$ cat config.mk
export PLATFORM = sky130hd
export DESIGN_NAME = fifo_wptr_full
export DESIGN_NICKNAME = d
export VERILOG_FILES = /design/src/rtl/fifo_wptr_full.sv
export SDC_FILE = /design/constraint.sdc
export NUM_CORES = 1
export LEC_CHECK = 0
export BUFFER_PORTS_ARGS = -buffer_cell sky130_fd_sc_hd__buf_2
export CAP_MARGIN = 0
export CORE_ASPECT_RATIO = 1.5
export CORE_UTILIZATION = 52
export DETAILED_ROUTE_END_ITERATION = 6
export PLACE_DENSITY_LB_ADDON = 0.12
export REMOVE_ABC_BUFFERS = 1
export SLEW_MARGIN = 20
export SYNTH_ARGS = -nofsm -noshare
export SYNTH_HDL_FRONTEND = slang
export SYNTH_SLANG_ARGS = --single-unit
$ cat constraint.sdc
create_clock -name wr_clk -period 3.3 [get_ports wr_clk]
set_clock_uncertainty 0.15 [all_clocks]
set_input_delay 0.99 -clock wr_clk [delete_from_list [all_inputs] [get_ports wr_clk]]
set_output_delay 0.99 -clock wr_clk [all_outputs]
set_load 0.005 [all_outputs]
$ cat src/rtl/fifo_wptr_full.sv
// Write-side pointer, full/almost-full and level generator for the async FIFO.
// Lives in the wr_clk domain; only Gray-coded pointers cross to or from the read side.
module fifo_wptr_full #(
    parameter int DEPTH        = 16,
    parameter int AFULL_THRESH = DEPTH - 2,
    parameter int SYNC_STAGES  = 2
) (
    input  logic                     wr_clk,
    input  logic                     wr_rst,
    input  logic                     wr_en,
    input  logic [$clog2(DEPTH):0]   rd_ptr_gray,
    output logic [$clog2(DEPTH)-1:0] wr_addr,
    output logic                     wr_accept,
    output logic [$clog2(DEPTH):0]   wr_ptr_gray,
    output logic                     full,
    output logic                     almost_full,
    output logic [$clog2(DEPTH):0]   wr_level,
    output logic                     overflow
);

    localparam int ADDRSIZE = $clog2(DEPTH);
    localparam logic [ADDRSIZE:0] AFULL_LVL = (ADDRSIZE+1)'(AFULL_THRESH);

    logic [SYNC_STAGES-1:0][ADDRSIZE:0] r_sync;
    logic [ADDRSIZE:0]                  r_wbin;
    logic [ADDRSIZE:0]                  r_wgray;
    logic                               r_full;
    logic                               r_afull;
    logic [ADDRSIZE:0]                  r_level;
    logic                               r_overflow;

    logic [ADDRSIZE:0] w_rq;
    logic [ADDRSIZE:0] w_rbin;
    logic              w_accept;
    logic [ADDRSIZE:0] w_wbin_next;
    logic [ADDRSIZE:0] w_wgray_next;
    logic [ADDRSIZE:0] w_full_pattern;
    logic              w_full_next;
    logic [ADDRSIZE:0] w_level_next;
    logic              w_afull_next;

    // Plain flop chain: no logic between stages so only a clean Gray value crosses.
    always_ff @(posedge wr_clk or posedge wr_rst) begin
        if (wr_rst) begin
            r_sync <= '0;
        end else begin
            r_sync <= {r_sync[SYNC_STAGES-2:0], rd_ptr_gray};
        end
    end

    assign w_rq = r_sync[SYNC_STAGES-1];

    // Binary bit i of a Gray code is the XOR of all Gray bits at or above i.
    always_comb begin
        w_rbin = '0;
        for (int i = 0; i <= ADDRSIZE; i++) begin
            w_rbin[i] = ^(w_rq >> i);
        end
    end

    // Handshake: wr_en is a request that may be held; wr_accept marks the cycles on
    // which a write really happens (and is the memory write strobe). The producer
    // must treat any wr_en cycle without wr_accept as dropped. Reset blocks accepts.
    assign w_accept = wr_en & ~r_full & ~wr_rst;

    assign w_wbin_next    = r_wbin + {{ADDRSIZE{1'b0}}, w_accept};
    assign w_wgray_next   = w_wbin_next ^ (w_wbin_next >> 1);
    assign w_full_pattern = {~w_rq[ADDRSIZE:ADDRSIZE-1], w_rq[ADDRSIZE-2:0]};
    assign w_full_next    = (w_wgray_next == w_full_pattern);
    assign w_level_next   = w_wbin_next - w_rbin;
    assign w_afull_next   = (w_level_next >= AFULL_LVL);

    always_ff @(posedge wr_clk or posedge wr_rst) begin
        if (wr_rst) begin
            r_wbin     <= '0;
            r_wgray    <= '0;
            r_full     <= 1'b0;
            r_afull    <= 1'b0;
            r_level    <= '0;
            r_overflow <= 1'b0;
        end else begin
            r_wbin     <= w_wbin_next;
            r_wgray    <= w_wgray_next;
            r_full     <= w_full_next;
            r_afull    <= w_afull_next;
            r_level    <= w_level_next;
            r_overflow <= r_overflow | (wr_en & r_full);
        end
    end

    assign wr_addr     = r_wbin[ADDRSIZE-1:0];
    assign wr_accept   = w_accept;
    assign wr_ptr_gray = r_wgray;
    assign full        = r_full;
    assign almost_full = r_afull;
    assign wr_level    = r_level;
    assign overflow    = r_overflow;

endmodule

==> flow_summary.yaml, run 1 <==
status:
  status: "finished clean"
cts:
  cts-htree-levels: 1
  cts_resized: 0
  cts_setup_buffers: 0
  cts_buffer_depth: 2
  clk_pin_slew_ps: 130
  cts_tree: "yes"
  clk_latency_ps: 320
  clock_sinks: 27
  cts_buffers: 3
  hold_buffers: 0
  cts_root_buf: "clkbuf_4"
final_layout:
  diodes: 0
  fin_nets: 139
  final_cell_mix: "27 x dfrtp_1, 25 x buf_2, 8 x xor2_1, 8 x inv_1, 7 x xnor2_1"
  syn2layout_area_growth_pct: 17.8
  final_common_cell: "dfrtp_1"
  finalNonFillerCells: 145
  drive_gt1_share_pct: 30.1
timing:
  slew_headroom_pct: 77.7
  period_needed_ps: 2900
  tns_ps: 0
  fin_crit_sh_pct: 88.0
  hold_violations: 0
  slew_violations: 0
  whs_ps: 218
  max_freq_mhz: 344
  setup_viol: 0
  worst_pin_slew_ps: 332
  rsz0062_at_grt: "no"
power:
  ir_worst_vdd_uv: 483
  internal_power_mw: 0.835
  clkPwrFrac_pct: 10.5
  p_leak_nw: 0.730
  p_sw_mw: 0.467
  powerDensity_nw_per_um2: 926
  seq_power_share_pct: 39.6
  power_mw: 1.30
  swShare_pct: 35.9
  pwr-share-comb_pct: 49.9
logic_synthesis:
  synth_async_sr_flop_share_pct: 100
  ys_ff_latch: 27
  ys_types: 25
  yosys_warnings: 0
  synth_area_um2: 1190
  syn_inst: 89
  postSynthAreaPerCell_um2: 13.4
  ys_seq_area_share_pct: 56.6
  synth-edff-count: 0
  synth-main-ff-cell: "dfrtp_1"
critical_path:
  required_ps: 3420
  path_max_fanout: 3
  critPathSlowestCell: "xor3_1"
  path_buf_inv: 1
  worstSetupEndpointType: "register"
  critPathLaunch: "wr_rst"
  crit_chain: "buf_2, nor3b_1, ha_1, ha_1, xor3_1, or3_1, a211o_1, a21oi_2"
  cp_slowest_stage_delay_ps: 450
  cp-start-kind: "input pin"
  rr_startpoint: "w_rq[4]$_DFF_PP0_"
  reg2regPathDepth: 9
  crit_family: "simple AND/OR/NAND/NOR gates"
  worstPathArrival_ps: 3020
  r2r-end: "almost_full$_DFF_PP0_"
  crit_top_cell: "ha_1"
  r2r_slack_ps: 440
  worstSetupPathType: "input pin to register"
floorplan:
  die_h_um: 60.7
  die_area_um2: 2500
  ioPinCount: 26
  rows: 20
  initial_core_util_pct: 56.8
  core_um2: 2100
  die_x_um: 41.1
route:
  first_iter_violations: 16
  ant_nets: 0
  vias_per_cell: 5.22
  avgRoutedWirePerCell_um: 13.0
  drc: 0
  vias: 757
  firstDrtPassIters: 2
  routed_wl_um: 1890
global_route:
  grt_pass1_vias: 699
  grt_max_degree: 28
  overflow: 0
  track_usage_pct: 18.2
  antenna_found_initial: 0
  grt_pass1_wl_um: 2950
min_path:
  whs_path_depth: 0
  holdPathEnd: "w_rq[1]$_DFF_PP0_"
  hp-start: "r_sync[1]$_DFF_PP0_"
  worstHoldPathType: "register to register"
placement:
  dp_hpwl_um: 1440
  port_buffers: 25
  gp_congestion: 0.778
  dp.cells: 141
flow_run:
  drv_cap: 0
sequential cells by signal, summed over array words and instances (netlist names):
signal / cells
full: 1
almost_full: 1
w_rq: 5
r_wbin: 5
wr_ptr_gray: 4
wr_level: 5
r_sync: 5
overflow: 1
worst max path at each step:
stage                             to  slack, ps  cells after the start
6_report              full$_DFF_PP0_        400                      8
5_1_grt        almost_full$_DFF_PP0_        180                      9
4_1_cts               full$_DFF_PP0_        380                      8
3_5_place_dp          full$_DFF_PP0_         60                      8
3_3_place_gp          full$_DFF_PP0_        110                      8
2_1_floorplan  almost_full$_DFF_PP0_        100                      9
power by group through the flow:
stage	logic (mW)	clock network [mW]	registers (mW)
finish	0.650	0.136	0.515
global route	0.736	0.154	0.537
CTS	0.660	0.142	0.517
detailed placement	0.651	0	0.523
global placement	0.632	0	0.521
floorplan	0.408	0	0.531
metrics by stage:
step,instance area [um^2],setup WS [ps],utilization (%)
floorplan,1180,96.4,-
global placement,1380,111,65.7
detailed placement,1380,55.5,65.7
CTS,1410,375,66.9
global route,1410,179,66.9
finish,1410,395,66.9
metal layers:
layer	GRT usage, %	share of wire (%)
met1	22.3	42
met5	0	0
met4	11.1	2.5
met2	29.5	52
met3	2.20	3.7
cells by family after synthesis:
family	after synthesis	synth area share, %
buf+inv	9	3.46
flops	27	56.6
compound gates	13	7.76
simple gates	15	7.44
xor+xnor	18	16.8
fa+ha+maj	7	7.97
Yosys cell counts, types with 2 or more instances:
cell,n,share of area (%)
nand3_1,3,1.3
nand2_1,2,0.63
a21boi_0,3,1.9
nor3b_1,2,1.3
dfrtp_1,27,57
xor2_1,8,5.9
nor2_1,2,0.63
xnor2_1,7,5.1
or3_1,2,1.0
o21ai_0,3,1.3
inv_1,8,2.5
ha_1,6,6.3
nor2b_1,2,1.0
a21o_1,2,1.3
xnor3_1,2,3.8
layout make-up:
type,count,area [um^2]
inverters,8,30.0
clock buffers,4,26.3
flip-flops and latches,27,676
well taps,22,27.5
multi-input cells,53,477
repair buffers,31,170
fillers,172,696
Power figures use the tool's default switching activity.
==> inputs of run 2 (changes only) <==
--- a/config.mk
+++ b/config.mk
@@ -8,7 +8,7 @@
 export BUFFER_PORTS_ARGS = -buffer_cell sky130_fd_sc_hd__buf_2
 export CAP_MARGIN = 0
 export CORE_ASPECT_RATIO = 1.5
-export CORE_UTILIZATION = 52
+export CORE_UTILIZATION = 40
 export DETAILED_ROUTE_END_ITERATION = 6
 export PLACE_DENSITY_LB_ADDON = 0.12
 export REMOVE_ABC_BUFFERS = 1
==> flow_summary.yaml, run 2 (synthesis results as in run 1) <==
cts:
  clk_pin_slew_ps: 90
  hold_buffers: 0
  clock_sinks: 27
  cts_buffer_depth: 2
  cts_root_buf: "clkbuf_8"
  cts_resized: 0
  cts_tree: "yes"
  cts_buffers: 3
  cts-htree-levels: 1
  clk_latency_ps: 270
  cts_setup_buffers: 0
floorplan:
  die_h_um: 68.9
  rows: 23
  core_um2: 2760
  die_x_um: 46.6
  initial_core_util_pct: 43.2
  ioPinCount: 26
  die_area_um2: 3210
route:
  avgRoutedWirePerCell_um: 12.6
  routed_wl_um: 2010
  first_iter_violations: 10
  ant_nets: 0
  firstDrtPassIters: 2
  drc: 0
  vias_per_cell: 4.71
  vias: 749
critical_path:
  worstPathArrival_ps: 3030
  required_ps: 3350
  worstSetupPathType: "input pin to register"
  rr_startpoint: "w_rq[4]$_DFF_PP0_"
  reg2regPathDepth: 9
  path_max_fanout: 3
  critPathLaunch: "wr_rst"
  worstSetupEndpointType: "register"
  cp-start-kind: "input pin"
global_route:
  grt_pass1_wl_um: 3560
  grt_pass1_vias: 800
  overflow: 0
  track_usage_pct: 16.0
  grt_max_degree: 28
  antenna_found_initial: 0
final_layout:
  final_common_cell: "dfrtp_1"
  finalNonFillerCells: 159
  diodes: 0
  final_cell_mix: "27 x dfrtp_1, 25 x buf_2, 8 x xor2_1, 8 x inv_1, 7 x xnor2_1"
  multi_input_area_um2: 477
  fin_nets: 138
  drive_gt1_share_pct: 29.5
  final_cell_area_um2: 1440
  final-seq-area_um2: 676
  syn2layout_area_growth_pct: 20.3
  fillers: 270
flow_run:
  drv_cap: 0
status:
  status: "finished clean"
power:
  power_mw: 1.34
  powerDensity_nw_per_um2: 934
  p_leak_nw: 0.733
  ir_worst_vdd_uv: 395
timing:
  worst_pin_slew_ps: 376
  tns_ps: 0
  period_needed_ps: 2980
  whs_ps: 205
  slew_violations: 0
  max_freq_mhz: 336
  setup_viol: 0
  slew_headroom_pct: 74.7
  rsz0062_at_grt: "no"
  fin_crit_sh_pct: 90.2
  hold_violations: 0
placement:
  gp_congestion: 0.750
  port_buffers: 25
  dp_hpwl_um: 1540
  dpl_cell_area_um2: 1390
  dp.cells: 155
min_path:
  worstHoldPathType: "register to register"
  hp-start: "r_sync[1]$_DFF_PP0_"
  whs_path_depth: 0
run 2: final timing paths:
path / slack (ps) / end
hold / removal: 200 / w_rq[1]$_DFF_PP0_
hold reg to reg: 200 / w_rq[1]$_DFF_PP0_
min in group asynchronous: 620 / overflow$_DFF_PP0_
setup reg to reg: 420 / almost_full$_DFF_PP0_
max in group asynchronous: 2120 / full$_DFF_PP0_
setup / recovery: 320 / full$_DFF_PP0_
run 2: cell type report:
| type | count | share of cell area (%) |
|---|---|---|
| clock buffer | 4 | 3.14 |
| sequential | 27 | 47.0 |
| inverter | 8 | 2.09 |
| tap | 37 | 3.22 |
| timing repair buffer | 30 | 11.3 |
| multi-input combinational | 53 | 33.2 |
run 2: worst max-delay path: stages:
cell,delay [ps]
buf_2,100
nor3b_1,240
ha_1,230
ha_1,210
xor3_1,440
or3_1,370
a211o_1,330
a21oi_2,130
run 2: stage by stage:
step                worst slack, ps  util [%]
floorplan                      96.4         -
global placement               80.1      50.4
detailed placement             29.6      50.4
CTS                             315      52.0
global route                    170      52.0
finish                          323      52.0
run 2: routing by layer:
layer	track usage (%)	routed length [um]	up-vias
met5	0	0	-
met1	19.3	830	364
met4	8.82	42	0
met3	2.34	67	4
met2	26.6	1070	20
li1	-	-	361
run 2: power breakdown:
part | switching, mW | internal [mW] | leakage [nW]
sequential | 0.0711 | 0.447 | 0.319
combinational | 0.305 | 0.331 | 0.391
clock | 0.100 | 0.0866 | 0.0228
total | 0.477 | 0.865 | 0.733
